===== src/rtl/an_scan_driver.sv =====
// ---------------------------------------------------------------------------
// an_scan_driver
//
// Purpose:
//   Time-multiplexed anode scanner for the ALU 7-segment display. The ALU
//   opcode selects an enable mask. The scanner then walks through the enabled
//   digits only, lowest index first, one digit per refresh tick. Optional
//   all-off blank slots can follow each digit to suppress ghosting. The
//   outputs drive the segment mux (digit_idx) and the board anode pins (an_n).
//
// Parameters:
//   N_DIGITS     number of display digits
//   PRESCALE     clk cycles per refresh tick (>= 2)
//   BLANK_TICKS  refresh ticks with every anode off between two digits
//   MASK_ARITH   enable mask for op 1 (add) and op 4 (subtract)
//   MASK_LOGIC   enable mask for every other op
//
// Ports:
//   clk          in   1                  system clock
//   rst_n        in   1                  asynchronous reset, active low
//   op           in   3                  ALU operation code
//   an_n         out  N_DIGITS           anode drive, active low (1 = off)
//   digit_idx    out  $clog2(N_DIGITS)   index of the lit digit
//   frame_start  out  1                  one-cycle pulse at each new frame
// ---------------------------------------------------------------------------
module an_scan_driver #(
    parameter int                    N_DIGITS    = 8,
    parameter int                    PRESCALE    = 100000,
    parameter int                    BLANK_TICKS = 0,
    parameter logic [N_DIGITS-1:0]   MASK_ARITH  = N_DIGITS'(8'b0000_0111),
    parameter logic [N_DIGITS-1:0]   MASK_LOGIC  = N_DIGITS'(8'b1100_0011),
    localparam int                   IDX_W       = (N_DIGITS > 1) ? $clog2(N_DIGITS) : 1
) (
    input  logic                 clk,
    input  logic                 rst_n,
    input  logic [2:0]           op,
    output logic [N_DIGITS-1:0]  an_n,
    output logic [IDX_W-1:0]     digit_idx,
    output logic                 frame_start
);

    localparam int PS_W = (PRESCALE > 1) ? $clog2(PRESCALE) : 1;
    localparam int BL_W = (BLANK_TICKS > 1) ? $clog2(BLANK_TICKS) : 1;

    localparam logic [PS_W-1:0] PS_LAST = PS_W'(PRESCALE - 1);
    // Blank counter runs 0..BLANK_TICKS-1; unused when BLANK_TICKS is 0.
    localparam logic [BL_W-1:0] BL_LAST = BL_W'((BLANK_TICKS > 0) ? BLANK_TICKS - 1 : 0);

    typedef enum logic [1:0] {
        S_IDLE  = 2'd0,
        S_SHOW  = 2'd1,
        S_BLANK = 2'd2
    } state_t;

    // -----------------------------------------------------------------------
    // Helper functions
    // -----------------------------------------------------------------------

    // Index of the lowest set bit; 0 when the mask is empty.
    function automatic logic [IDX_W-1:0] lowest_bit(input logic [N_DIGITS-1:0] m);
        logic [IDX_W-1:0] r;
        r = '0;
        for (int i = N_DIGITS - 1; i >= 0; i--) begin
            if (m[i]) begin
                r = IDX_W'(i);
            end
        end
        return r;
    endfunction

    // True when some bit strictly above idx is set.
    function automatic logic has_higher(input logic [N_DIGITS-1:0] m,
                                        input logic [IDX_W-1:0]    idx);
        logic r;
        r = 1'b0;
        for (int i = 0; i < N_DIGITS; i++) begin
            if (m[i] && (i > int'(idx))) begin
                r = 1'b1;
            end
        end
        return r;
    endfunction

    // Index of the nearest set bit strictly above idx (idx if none).
    function automatic logic [IDX_W-1:0] next_higher(input logic [N_DIGITS-1:0] m,
                                                     input logic [IDX_W-1:0]    idx);
        logic [IDX_W-1:0] r;
        r = idx;
        // Scanning downward lets the closest qualifying bit win.
        for (int i = N_DIGITS - 1; i >= 0; i--) begin
            if (m[i] && (i > int'(idx))) begin
                r = IDX_W'(i);
            end
        end
        return r;
    endfunction

    // Active-low one-hot anode pattern for a digit index.
    function automatic logic [N_DIGITS-1:0] anode_pattern(input logic [IDX_W-1:0] idx);
        logic [N_DIGITS-1:0] r;
        r = '1;
        for (int i = 0; i < N_DIGITS; i++) begin
            if (int'(idx) == i) begin
                r[i] = 1'b0;
            end
        end
        return r;
    endfunction

    // -----------------------------------------------------------------------
    // State
    // -----------------------------------------------------------------------
    state_t              state_q, state_d;
    logic [PS_W-1:0]     ps_q;
    logic [BL_W-1:0]     bl_q,    bl_d;
    logic [N_DIGITS-1:0] mask_q,  mask_d;
    logic [IDX_W-1:0]    idx_q,   idx_d;
    logic [N_DIGITS-1:0] an_q,    an_d;
    logic                fs_q,    fs_d;

    logic                tick;
    logic [N_DIGITS-1:0] mask_dec;
    logic                advance;

    // -----------------------------------------------------------------------
    // Refresh prescaler: free-running 0..PRESCALE-1, tick on the last count.
    // -----------------------------------------------------------------------
    assign tick = (ps_q == PS_LAST);

    always_ff @(posedge clk or negedge rst_n) begin
        if (!rst_n) begin
            ps_q <= '0;
        end else if (tick) begin
            ps_q <= '0;
        end else begin
            ps_q <= ps_q + 1'b1;
        end
    end

    // -----------------------------------------------------------------------
    // Opcode to enable-mask decode. Only sampled at frame boundaries.
    // -----------------------------------------------------------------------
    always_comb begin
        mask_dec = MASK_LOGIC;
        if ((op == 3'd1) || (op == 3'd4)) begin
            mask_dec = MASK_ARITH;
        end
    end

    // -----------------------------------------------------------------------
    // Scan FSM: next state and registered-output values.
    // -----------------------------------------------------------------------
    always_comb begin
        state_d = state_q;
        bl_d    = bl_q;
        mask_d  = mask_q;
        idx_d   = idx_q;
        fs_d    = 1'b0;
        advance = 1'b0;

        case (state_q)
            S_IDLE: begin
                if (tick) begin
                    mask_d = mask_dec;
                    if (|mask_dec) begin
                        idx_d   = lowest_bit(mask_dec);
                        state_d = S_SHOW;
                        fs_d    = 1'b1;
                    end
                end
            end

            S_SHOW: begin
                if (tick) begin
                    if (BLANK_TICKS > 0) begin
                        state_d = S_BLANK;
                        bl_d    = '0;
                    end else begin
                        advance = 1'b1;
                    end
                end
            end

            S_BLANK: begin
                if (tick) begin
                    if (bl_q == BL_LAST) begin
                        advance = 1'b1;
                    end else begin
                        bl_d = bl_q + 1'b1;
                    end
                end
            end

            default: begin
                state_d = S_IDLE;
            end
        endcase

        // Move to the next enabled digit, or close the frame and relatch the
        // mask from the current opcode. The relatch is the only point where
        // an opcode change can take effect.
        if (advance) begin
            if (has_higher(mask_q, idx_q)) begin
                idx_d   = next_higher(mask_q, idx_q);
                state_d = S_SHOW;
            end else begin
                mask_d = mask_dec;
                if (|mask_dec) begin
                    idx_d   = lowest_bit(mask_dec);
                    state_d = S_SHOW;
                    fs_d    = 1'b1;
                end else begin
                    state_d = S_IDLE;
                end
            end
        end

        // Anodes follow the next state so the outputs can be registered
        // without adding a cycle of latency.
        an_d = '1;
        if (state_d == S_SHOW) begin
            an_d = anode_pattern(idx_d);
        end
    end

    // -----------------------------------------------------------------------
    // State and output registers.
    // -----------------------------------------------------------------------
    always_ff @(posedge clk or negedge rst_n) begin
        if (!rst_n) begin
            state_q <= S_IDLE;
            bl_q    <= '0;
            mask_q  <= '0;
            idx_q   <= '0;
            an_q    <= '1;
            fs_q    <= 1'b0;
        end else begin
            state_q <= state_d;
            bl_q    <= bl_d;
            mask_q  <= mask_d;
            idx_q   <= idx_d;
            an_q    <= an_d;
            fs_q    <= fs_d;
        end
    end

    assign an_n        = an_q;
    assign digit_idx   = idx_q;
    assign frame_start = fs_q;

endmodule


===== config.mk =====
export PLATFORM = sky130hd
export DESIGN_NAME = an_scan_driver
export DESIGN_NICKNAME = d
export VERILOG_FILES = /design/src/rtl/an_scan_driver.sv
export SDC_FILE = /design/constraint.sdc
export NUM_CORES = 1
export LEC_CHECK = 0
export ABC_AREA = 1
export ABC_CLOCK_PERIOD_IN_PS = 2800
export BUFFER_PORTS_ARGS = -buffer_cell sky130_fd_sc_hd__buf_4
export CAP_MARGIN = 20
export CORE_ASPECT_RATIO = 1.25
export CORE_MARGIN = 2
export CORE_UTILIZATION = 30
export DETAILED_ROUTE_END_ITERATION = 16
export MAX_ROUTING_LAYER = met4
export PLACE_DENSITY = 0.46
export SYNTH_ARGS = -nofsm -noshare
export SYNTH_HDL_FRONTEND = slang
export SYNTH_SLANG_ARGS = --single-unit

===== constraint.sdc =====
create_clock -name clk -period 2.8 [get_ports clk]
set_input_delay 0.28 -clock clk [delete_from_list [all_inputs] [get_ports clk]]
set_output_delay 0.28 -clock clk [all_outputs]
set_load 0.005 [all_outputs]

* Yosys cells after proc, flatten, opt, wreduce, memory -nomap -nowiden
Index checks and enable logic that the tools add are counted.
** Operators by class
- Add/subtract/negate cells :: 2
- Magnitude comparators :: 7
- Eq/ne operators :: 13
- Multiplexer cells :: 61
- Reduce and logical (&&, ||, !) cells :: 13
** Operators by type and width (number)
- two-way mux 3 bit :: 21
- two-way mux 8 bit :: 6
- two-way mux 1 bit :: 28
- adder 17 x 1 -> 17 bit, second input constant :: 1
- equality test 17 bit, second input constant :: 1
- two-way mux 17 bit :: 1
- equality test 3 bit, second input constant :: 5
- > comparator 3 bit, first input constant :: 4
- OR reduction 8 bit :: 1
- logical AND 1 bit :: 7
- equality test 3 x 1 -> 1 bit, second input constant :: 2
- equality test 3 x 2 -> 1 bit, second input constant :: 2
- > comparator 2 x 3 -> 1 bit, first input constant :: 2
- two-way mux 2 bit :: 3
- equality test 2 x 1 -> 1 bit, second input constant :: 2
- case mux 2 bit (2 select lines) :: 1
- > comparator 1 x 3 -> 1 bit, first input constant :: 1
- logical NOT 3 bit :: 1
- equality test 2 bit, second input constant :: 1
- logical NOT 2 bit :: 1
- case mux 1 bit (2 select lines) :: 1
- AND reduction 2 bit :: 1
- OR reduction 2 bit :: 1
- adder 1 bit, second input constant :: 1
- logical OR 1 bit :: 1
** Word-level totals
- Flip-flop bits (word level) :: 40
- Output and inout bits :: 12
- Logic and storage cells :: 103

* Depth between registers and ports, before layout
Gate-level depths: netlist of the first run.
- Word-level depth :: 20
- Mapped depth :: 11
- Mapped depth without buffers :: 11

* Worst setup path after synthesis of the first run
No wires, ideal clock.
- Path kind :: register -> register
- Start :: register state_q[0]
- End :: register mask_q[1]
- Data arrival time :: 1452 ps
- Path slack :: 1220 ps
- Stages on the path, launching flop included :: 8
- Buffers on the path :: 0
- Cells stage by stage :: dfrtp_1 > inv_1 > ha_1 > nor2_1 > inv_1 > nand4_2 > nand2_4 > or2_2
** Between the ends
- Cells in the longest elaborated chain, start to end :: 4
** Ends and longest elaborated chain
- from (decl) :: RTL line 113 : state_t state_q, state_d;
- from (signal assigned) :: RTL line 238 : state_q <= state_d;
- logical NOT 2 bit :: RTL line 161 : case (state_q)
- two-way mux 8 bit :: RTL line 161
- two-way mux 8 bit :: RTL line 203 : if (has_higher(mask_q, idx_q)) begin
- two-way mux 8 bit * :: RTL line 202 : if (advance) begin
- net mask_d[1] :: RTL line 116 : logic [N_DIGITS-1:0] mask_q, mask_d;
- to (signal assigned) :: RTL line 240 : mask_q <= mask_d;
- to (decl) :: RTL line 116
The timed path passes the listed nets; every way through them passes the cells marked *.
A chain may end at the register's enable or synchronous reset.

* Worst setup path in the final report of the first run
- Start :: register ps_q[0]
- End :: register mask_q[6]
** Between the ends
- Cells in the longest elaborated chain, start to end :: 5
** Ends and longest elaborated chain
- from (decl) :: RTL line 114 : logic [PS_W-1:0] ps_q;
- from (signal assigned) :: RTL line 136 : ps_q <= ps_q + 1'b1;
- equality test 17 bit * :: RTL line 128 : assign tick = (ps_q == PS_LAST);
- two-way mux 8 bit :: RTL line 163 : if (tick) begin
- two-way mux 8 bit :: RTL line 161
- two-way mux 8 bit :: RTL line 203
- two-way mux 8 bit * :: RTL line 202
- net mask_d[6] :: RTL line 116
Marks and branches as above.

==> impl_metrics.env, run 1 <==
export IMPL_internal_power_uw=755
export IMPL_slew_headroom=0.675
export IMPL_num_rows=34
export IMPL_maxCapViolCount=0
export IMPL_power_frac_seq=0.575
export IMPL_vias=1629
export IMPL_mostFrequentLayoutCells="43 x nand2_1, 41 x nor2_1, 37 x inv_1"
export IMPL_peakVddDrop_mv=0.195
export IMPL_vias_per_cell=4.39
export IMPL_insertion_delay_ps=280
export IMPL_cts_buffer_depth=2
export IMPL_synth_cells=256
export IMPL_clkTransAtPathRegs_ps=70
export IMPL_setup_viol=0
export IMPL_rsz0062_at_grt="false"
export IMPL_min_from="op[0]"
export IMPL_swShare=0.209
export IMPL_antenna_found_initial=0
export IMPL_grt_pass1_vias=1696
export IMPL_cts_sinks=38
export IMPL_avgSynthCellArea_um2=8.28
export IMPL_hp_class="in2reg"
export IMPL_ctsHoldBuffers=1
export IMPL_syn2layout_area_growth_pct=15.7
export IMPL_crit_required_ps=2990
export IMPL_end_kind="flip-flop"
export IMPL_synth_warnings=0
export IMPL_criticalPathCategory="reg2reg"
export IMPL_grt_max_degree=39
export IMPL_synth_top_family_by_area="simple AND/OR/NAND/NOR gates"
export IMPL_arrival_ps=1940
export IMPL_synth_simple_area_share=0.380
export IMPL_die_area_mm2=0.00776
export IMPL_cts_buffers=5
export IMPL_clkPwrFrac=0.406
export IMPL_p_sw_uw=199
export IMPL_diodes=0
export IMPL_final_cells=371
export IMPL_worstSetupStartpointType="flip-flop"
export IMPL_final_common_cell="nand2_1"
export IMPL_drt_pass1_iter_count=5
export IMPL_tns_ps=0
export IMPL_synth_xor_area_share=0.0331
export IMPL_power_density_mw_per_mm2=389
export IMPL_synth_area_mm2=0.00212
export IMPL_wirelength_um=4330
export IMPL_port_buffers=16
export IMPL_slew_viol_final=0
export IMPL_max_freq_ghz=0.569
export IMPL_hold_depth=4
export IMPL_synth_compound_area_frac=0.0336
export IMPL_wire_per_inst_um=11.7
export IMPL_pin_count=17
export IMPL_post_cts_buffers=0
export IMPL_hpwl_um=3340
export IMPL_drtIter0Drc=44
export IMPL_fin_nets=289
export IMPL_worst_hold_slack_ps=308
export IMPL_hold_path_endpoint="mask_q[2]$_DFF_PN0_"
export IMPL_gp_congestion=0.797
export IMPL_grt_pass1_wl_um=7510
export IMPL_yosysTopAreaCell="dfrtp_1"
export IMPL_drive_gt1_frac=0.235
export IMPL_synth_adder_area_share=0.0236
export IMPL_crit_path_max_fanout=6
export IMPL_dieWidth_um=79.2
export IMPL_overflow=0
export IMPL_reg2reg_slack_ps=1040
export IMPL_grtUsageTotal=0.127
export IMPL_synth_top_area_share=0.354
export IMPL_ys_seq_area_frac=0.453
export IMPL_tritoncts="done"
export IMPL_fp_coreArea_mm2=0.00689
export IMPL_postCtsResizedCells=0
export IMPL_synthMuxAreaShare=0
export IMPL_syn_num_nets=265
export IMPL_cts_root_buffer_cell="clkbuf_8"
export IMPL_h_tree_depth=2
export IMPL_synth_cell_types=32
export IMPL_status="completed"
export IMPL_finalCritPeriodShare=0.628
export IMPL_hold_viol=0
export IMPL_finalClockSkew_ps=6.66
export IMPL_ant_nets=0
export IMPL_synth_seq_cells=38
export IMPL_r2r_cells=10
export IMPL_finalPower_uw=954
export IMPL_initial_core_util=0.308
export IMPL_reg2reg_to="mask_q[6]$_DFF_PN0_"
export IMPL_rr_startpoint="ps_q[0]$_DFF_PN0_"
export IMPL_drc=0
export IMPL_die_h_um=98.0
export IMPL_synth_area_leaders="dfrtp_1 35%, dfstp_2 9.9%, nand2_1 7.6%"
export IMPL_min_period_ps=1760
export IMPL_combPwrFrac=0.018
export IMPL_place_inst=362
export IMPL_p_leak_nw=1.23
export IMPL_worst_pin_slew_ps=487
==> worst max path at each step <==
stage | endpoint | slack [ps] | start | cells past startpoint
2_1_floorplan | mask_q[1]$_DFF_PN0_ | 1220 | state_q[0]$_DFF_PN0_ | 7
3_3_place_gp | mask_q[6]$_DFF_PN0_ | 1030 | ps_q[0]$_DFF_PN0_ | 10
3_5_place_dp | mask_q[6]$_DFF_PN0_ | 1000 | ps_q[0]$_DFF_PN0_ | 10
4_1_cts | mask_q[6]$_DFF_PN0_ | 990 | ps_q[0]$_DFF_PN0_ | 10
5_1_grt | mask_q[6]$_DFF_PN0_ | 870 | ps_q[0]$_DFF_PN0_ | 10
6_report | mask_q[6]$_DFF_PN0_ | 1040 | ps_q[0]$_DFF_PN0_ | 10
==> power by group through the flow <==
stage	clock [mW]	combinational [mW]	sequential [mW]
after floorplan	0	0.00166	0.559
after global placement	0	0.0179	0.559
after detailed placement	0	0.0182	0.559
after CTS	0.413	0.0192	0.549
after global routing	0.436	0.0215	0.549
final	0.388	0.0176	0.549
==> cell usage after synthesis (all sizes together) <==
cell    instances
nand2          51
a21oi           6
dfstp           8
and3            1
o211a           1
or2             1
or3             1
o21bai          1
xor2            8
nor3b           1
o21ai           4
clkinv          1
nand3          36
nor4            1
nor3            6
inv            42
dfrtp          30
nand4           6
nor2           47
ha              4
==> metrics by stage <==
| stage | instance area (µm²) | setup WS (ps) | utilization |
|---|---|---|---|
| after floorplan | 2120 | 1220 | - |
| after global placement | 2350 | 1030 | 0.341 |
| after detailed placement | 2350 | 1000 | 0.341 |
| after CTS | 2450 | 994 | 0.356 |
| after global routing | 2450 | 865 | 0.356 |
| final | 2450 | 1040 | 0.356 |
==> registers in the layout, summed over array words and instances, names as in the netlist <==
register and flops:
digit_idx 3, ps_q 17, an_n 8, mask_q 7
state_q 2, frame_start 1
==> cell type report <==
| type | instances | area (µm²) |
|---|---|---|
| Clock buffer | 8 | 90.1 |
| Fill cell | 757 | 4440 |
| Inverter | 43 | 163 |
| Multi-Input combinational cell | 175 | 996 |
| Sequential cell | 38 | 961 |
| Tap cell | 90 | 113 |
| Timing Repair Buffer | 17 | 130 |
==> worst max-delay path, stage by stage, from the launching register on <==
cell      delay, ps
dfrtp_1         380
ha_1            230
nand3_2         130
clkinv_2        130
nand3_2         120
nor3_4          180
nand4_2         190
nand2_4         150
nand2_4          60
nand2_1          60
inv_1            30
==> metal layers <==
metal | GRT usage | vias up | part of all wire
li1 | - | 850 | -
met1 | 0.144 | 743 | 0.44
met2 | 0.215 | 29 | 0.51
met3 | 0.0277 | 7 | 0.031
met4 | 0.0491 | 0 | 0.021
met5 | - | - | 0
==> logic make-up after synthesis <==
group,Yosys count
simple gates,151
buf+inv,43
flops,38
compound gates,12
xor+xnor,8
fa+ha+maj,4
Power figures use the tool's default switching activity.
==> run 2: changes to the inputs <==
ABC_CLOCK_PERIOD_IN_PS = 1750   (was 2800)
clock period = 1.75 ns   (was 2.8 ns; I/O delays follow)
==> run 2 against run 1 <==
  * Via count rose by 6.0%
  * Combinational power up 59%
  * Maximum frequency is 6.2% higher
  * Register-to-register slack worse by 950 ps
  * First-iteration DRC count increased by 80%
  * Critical path type unchanged
  * Largest power group unchanged
==> impl_metrics.env, run 2 (same netlist as run 1, synthesis figures left out) <==
export IMPL_status="completed"
export IMPL_grt_pass1_wl_um=8020
export IMPL_crit_path_max_fanout=6
export IMPL_die_area_mm2=0.00776
export IMPL_slew_headroom=0.675
export IMPL_finalCritPeriodShare=0.946
export IMPL_grt_pass1_vias=1779
export IMPL_cp_slowest_stage_delay_ps=410
export IMPL_diodes=0
export IMPL_finalPower_mw=1.64
export IMPL_port_buffers=16
export IMPL_tritoncts="done"
export IMPL_fp_coreArea_mm2=0.00689
export IMPL_insertion_delay_ps=290
export IMPL_grt_max_degree=39
export IMPL_finalClockSkew_ps=6.21
export IMPL_h_tree_depth=2
export IMPL_hpwl_um=3430
export IMPL_cts_sinks=38
export IMPL_end_kind="flip-flop"
export IMPL_p_leak_nw=1.31
export IMPL_final_common_cell="nand2_1"
export IMPL_syn2layout_area_growth_pct=26.9
export IMPL_min_period_ps=1660
export IMPL_rsz0062_at_grt="true"
export IMPL_min_from="op[0]"
export IMPL_reg2reg_slack_ps=90
export IMPL_worst_hold_slack_ps=221
export IMPL_grtUsageTotal=0.134
export IMPL_crit_path_start="ps_q[1]$_DFF_PN0_"
export IMPL_vias=1727
export IMPL_clkTransAtPathRegs_ps=80
export IMPL_cts_root_buffer_cell="clkbuf_8"
export IMPL_drt_pass1_iter_count=4
export IMPL_cts_buffers=5
export IMPL_largest_reg_flops=17
export IMPL_hp_class="in2reg"
export IMPL_wirelength_um=4520
export IMPL_max_freq_ghz=0.604
export IMPL_die_h_um=98.0
export IMPL_vias_per_cell=4.46
export IMPL_gp_congestion=0.815
export IMPL_hold_viol=0
export IMPL_place_inst=368
export IMPL_overflow=0
export IMPL_ant_nets=0
export IMPL_finalCoreUtilization=0.390
export IMPL_top_register="ps_q"
export IMPL_pin_count=17
export IMPL_crit_required_ps=1940
export IMPL_dieWidth_um=79.2
export IMPL_arrival_ps=1840
export IMPL_power_density_mw_per_mm2=611
export IMPL_slew_viol_final=0
export IMPL_antenna_found_initial=0
export IMPL_wire_per_inst_um=11.7
export IMPL_worstSetupStartpointType="flip-flop"
export IMPL_fin_nets=305
export IMPL_worst_pin_slew_ps=484
export IMPL_drive_gt1_frac=0.354
export IMPL_crit_path_top_delay_cell="dfrtp_1"
export IMPL_num_rows=34
export IMPL_rr_startpoint="ps_q[1]$_DFF_PN0_"
export IMPL_cts_buffer_depth=2
export IMPL_setup_viol=0
export IMPL_drtIter0Drc=79
export IMPL_mostFrequentLayoutCells="38 x nand2_1, 36 x nor2_1, 34 x inv_1"
export IMPL_final_cells=387
export IMPL_drc=0
export IMPL_peakVddDrop_mv=0.354
export IMPL_cp_cell_sequence="ha_4 > nand3_4 > inv_4 > nand3_4 > nor3_4 > nand4_4 > nand2_4 > nand2_4 > nand2_2 > inv_1"
export IMPL_initial_core_util=0.308
export IMPL_maxCapViolCount=0
export IMPL_criticalPathCategory="reg2reg"
## run 2: path summary, 6_finish.rpt
check / end / cells past startpoint
worst max-delay path: mask_q[6]$_DFF_PN0_ / 10
worst max register to register: mask_q[6]$_DFF_PN0_ / 10
worst min register to register: mask_q[4]$_DFF_PN0_ / 2
worst min-delay path: mask_q[2]$_DFF_PN0_ / 4
min in group asynchronous: ps_q[6]$_DFF_PN0_ / 2
max in group asynchronous: digit_idx[0]$_DFF_PN0_ / 2
## run 2: power breakdown
| part | total (mW) | switching (mW) | internal [mW] |
|---|---|---|---|
| combinational | 0.0280 | 0.0197 | 0.00834 |
| sequential | 0.878 | 0 | 0.878 |
| clock | 0.736 | 0.316 | 0.420 |
| total | 1.64 | 0.336 | 1.31 |
## run 2: area by class of cell
class	count	area (µm²)
clock buffers	5	68.8
clock inverters	3	40.0
fillers	737	4200
inverters	43	164
multi-input cells	175	1090
flip-flops and latches	38	967
well taps	90	113
repair buffers	33	250
## run 2: critical path, delay by kind of cell, from the launching register on
family	cells	cell delay (ps)
fa+ha+maj	1	180
simple gates	7	840
flops	1	410
buf+inv	2	120
## run 2: metrics by stage
stage / worst slack (ps) / setup TNS, ps / cell area, µm²
after floorplan: 170 / 0 / 2120
after global placement: 7.17 / 0 / 2400
after detailed placement: -11.0 / -15.3 / 2400
after CTS: 18.5 / 0 / 2530
after global routing: -24.9 / -49.1 / 2690
final: 93.7 / 0 / 2690
## run 2: layer usage
layer,GRT usage,up-vias,wire [µm]
li1,-,885,-
met1,0.157,810,2000
met2,0.224,25,2310
met3,0.0277,7,106
met4,0.0531,0,91
met5,-,-,0
## run 2: what timing repair did
item	4_1_cts	5_1_grt
gates resized for setup	2	26
buffers inserted	0	10
endpoints found under the setup margin	6	17
pin swaps	0	7
hold endpoints to repair	30	0
hold buffers	1	0
==> run 3: changes to the inputs <==
PLACE_DENSITY = 0.58   (was 0.46)
REMOVE_ABC_BUFFERS = 1   (was unset)
==> run 3 against run 2 <==
  * Worst setup slack worse by 9.5 ps
  * Combinational power about the same
  * Clock power up 1%
  * Largest power group unchanged
  * Sequential share of layout area down 0.11 points
  * Critical path type unchanged
  * Sequential cell count unchanged
==> impl_metrics.env, run 3 (same netlist as run 1, synthesis figures left out) <==
export IMPL_status="completed"
export IMPL_maxCapViolCount=0
export IMPL_drc=0
export IMPL_min_period_ps=1670
export IMPL_top_register="ps_q"
export IMPL_final_cell_area_mm2=0.00270
export IMPL_fp_coreArea_mm2=0.00689
export IMPL_diodes=0
export IMPL_rr_startpoint="ps_q[0]$_DFF_PN0_"
export IMPL_p_sw_uw=341
export IMPL_final_cells=386
export IMPL_criticalPathCategory="reg2reg"
export IMPL_postPlaceCellArea_mm2=0.00238
export IMPL_dieWidth_um=79.2
export IMPL_cts_buffers=5
export IMPL_tritoncts="done"
export IMPL_min_from="op[0]"
export IMPL_hold_path_endpoint="mask_q[2]$_DFF_PN0_"
export IMPL_die_h_um=98.0
export IMPL_r2r_cells=10
export IMPL_wirelength_um=4470
export IMPL_seq_area_um2=966
export IMPL_hold_viol=0
export IMPL_die_area_mm2=0.00776
export IMPL_overflow=0
export IMPL_place_inst=366
export IMPL_power_frac_seq=0.532
export IMPL_vias=1743
export IMPL_setup_viol=0
export IMPL_port_buffers=16
export IMPL_fillers=729
export IMPL_wire_per_inst_um=11.6
export IMPL_cts_sinks=38
export IMPL_slew_headroom=0.671
export IMPL_finalCritPeriodShare=0.952
export IMPL_drt_pass1_iter_count=4
export IMPL_hp_class="in2reg"
export IMPL_peakVddDrop_mv=0.406
export IMPL_swShare=0.207
export IMPL_grt_max_degree=39
export IMPL_multiInputGateArea_mm2=0.00108
export IMPL_max_freq_ghz=0.600
export IMPL_final_common_cell="nand2_1"
export IMPL_grt_pass1_vias=1819
export IMPL_crit_required_ps=1940
export IMPL_cts_buffer_depth=2
export IMPL_combPwrFrac=0.017
export IMPL_hpwl_um=3280
export IMPL_worst_pin_slew_ps=494
export IMPL_fin_nets=304
export IMPL_pin_count=17
export IMPL_drtIter0Drc=53
export IMPL_crit_path_max_fanout=4
export IMPL_worstSetupStartpointType="flip-flop"
export IMPL_syn2layout_area_growth_pct=27.2
export IMPL_largest_reg_flops=17
export IMPL_grt_pass1_wl_um=7800
export IMPL_num_rows=34
export IMPL_vias_per_cell=4.52
export IMPL_end_kind="flip-flop"
export IMPL_power_density_mw_per_mm2=613
export IMPL_h_tree_depth=2
export IMPL_ant_nets=0
export IMPL_p_leak_nw=1.31
export IMPL_clkTransAtPathRegs_ps=80
export IMPL_arrival_ps=1850
export IMPL_grtUsageTotal=0.128
export IMPL_initial_core_util=0.308
export IMPL_slew_viol_final=0
export IMPL_cts_root_buffer_cell="clkbuf_8"
export IMPL_clkPwrFrac=0.451
export IMPL_hold_depth=4
export IMPL_internal_power_mw=1.31
export IMPL_insertion_delay_ps=290
export IMPL_drive_gt1_frac=0.345
export IMPL_reg2reg_slack_ps=80
export IMPL_mostFrequentLayoutCells="38 x nand2_1, 37 x nor2_1, 34 x inv_1"
export IMPL_antenna_found_initial=0
export IMPL_finalCoreUtilization=0.391
export IMPL_reg2reg_to="mask_q[6]$_DFF_PN0_"
export IMPL_rsz0062_at_grt="true"
export IMPL_finalClockSkew_ps=6.17
export IMPL_gp_congestion=0.864
run 3: changes by cell type in the layout (fill, tap and decap cells not counted), moves of 2 or more:
cell	change
buf_4	-2
nor2_2	-2
clkinvlp_4	+2
clkinv_2	-2
nand3_2	+2
run 3: timing repair:
| action | CTS | global route |
|---|---|---|
| hold buffers | 1 | 0 |
| buffers inserted | 0 | 11 |
| resized for setup | 1 | 26 |
| setup endpoints to repair | 4 | 18 |
| endpoints found under the hold margin | 30 | 0 |
| pin swaps | 0 | 16 |
run 3: worst max path at each step:
stage                           to            startpoint  slack (ps)
2_1_floorplan  mask_q[1]$_DFF_PN0_  state_q[0]$_DFF_PN0_         170
3_3_place_gp   mask_q[6]$_DFF_PN0_     ps_q[0]$_DFF_PN0_          50
3_5_place_dp   mask_q[1]$_DFF_PN0_  state_q[0]$_DFF_PN0_           5
4_1_cts        mask_q[7]$_DFF_PN0_     ps_q[0]$_DFF_PN0_           8
5_1_grt          an_n[6]$_DFF_PN1_    ps_q[12]$_DFF_PN0_         -30
6_report       mask_q[6]$_DFF_PN0_     ps_q[0]$_DFF_PN0_          80
run 3: final cells by class:
class | count | share of cell area
Inverter | 43 | 0.0608
Clock inverter | 3 | 0.0167
Clock buffer | 5 | 0.0255
Timing Repair Buffer | 32 | 0.0947
Tap cell | 90 | 0.0418
Sequential cell | 38 | 0.358
Multi-Input combinational cell | 175 | 0.402
run 3: routing by layer:
| layer | global-route usage | part of all wire | wire (µm) |
|---|---|---|---|
| met5 | - | 0 | 0 |
| met2 | 0.218 | 0.53 | 2360 |
| met1 | 0.150 | 0.43 | 1910 |
| met3 | 0.0259 | 0.032 | 143 |
| met4 | 0.0424 | 0.012 | 54 |
run 3: critical path, stage by stage, from the launching register on:
cell     delay [ps]
dfrtp_1         420
ha_4            180
nand3_4          90
inv_4            80
nand3_2         100
nor3_4          260
nand4_4         160
nand2_4         130
nand2_4          60
nand2_1          60
inv_1            40
run 3: stage by stage:
stage / setup TNS [ps] / setup WS (ps) / total power, mW / hold WS [ps]
after floorplan: 0 / 170 / 0.898 / -121
after global routing: -79.0 / -25.1 / 1.73 / 228
after detailed placement: 0 / 4.75 / 0.923 / 178
after CTS: 0 / 8.00 / 1.68 / 191
final: 0 / 84.2 / 1.65 / 193
after global placement: 0 / 45.0 / 0.923 / 178
run 3: power by group through the flow:
| stage | clock network (mW) | registers (mW) | logic [mW] |
|---|---|---|---|
| 2_1_floorplan | 0 | 0.895 | 0.00266 |
| 5_1_grt | 0.813 | 0.878 | 0.0342 |
| 4_1_cts | 0.773 | 0.878 | 0.0303 |
| 6_report | 0.745 | 0.878 | 0.0282 |
| 3_3_place_gp | 0 | 0.895 | 0.0280 |
| 3_5_place_dp | 0 | 0.895 | 0.0281 |
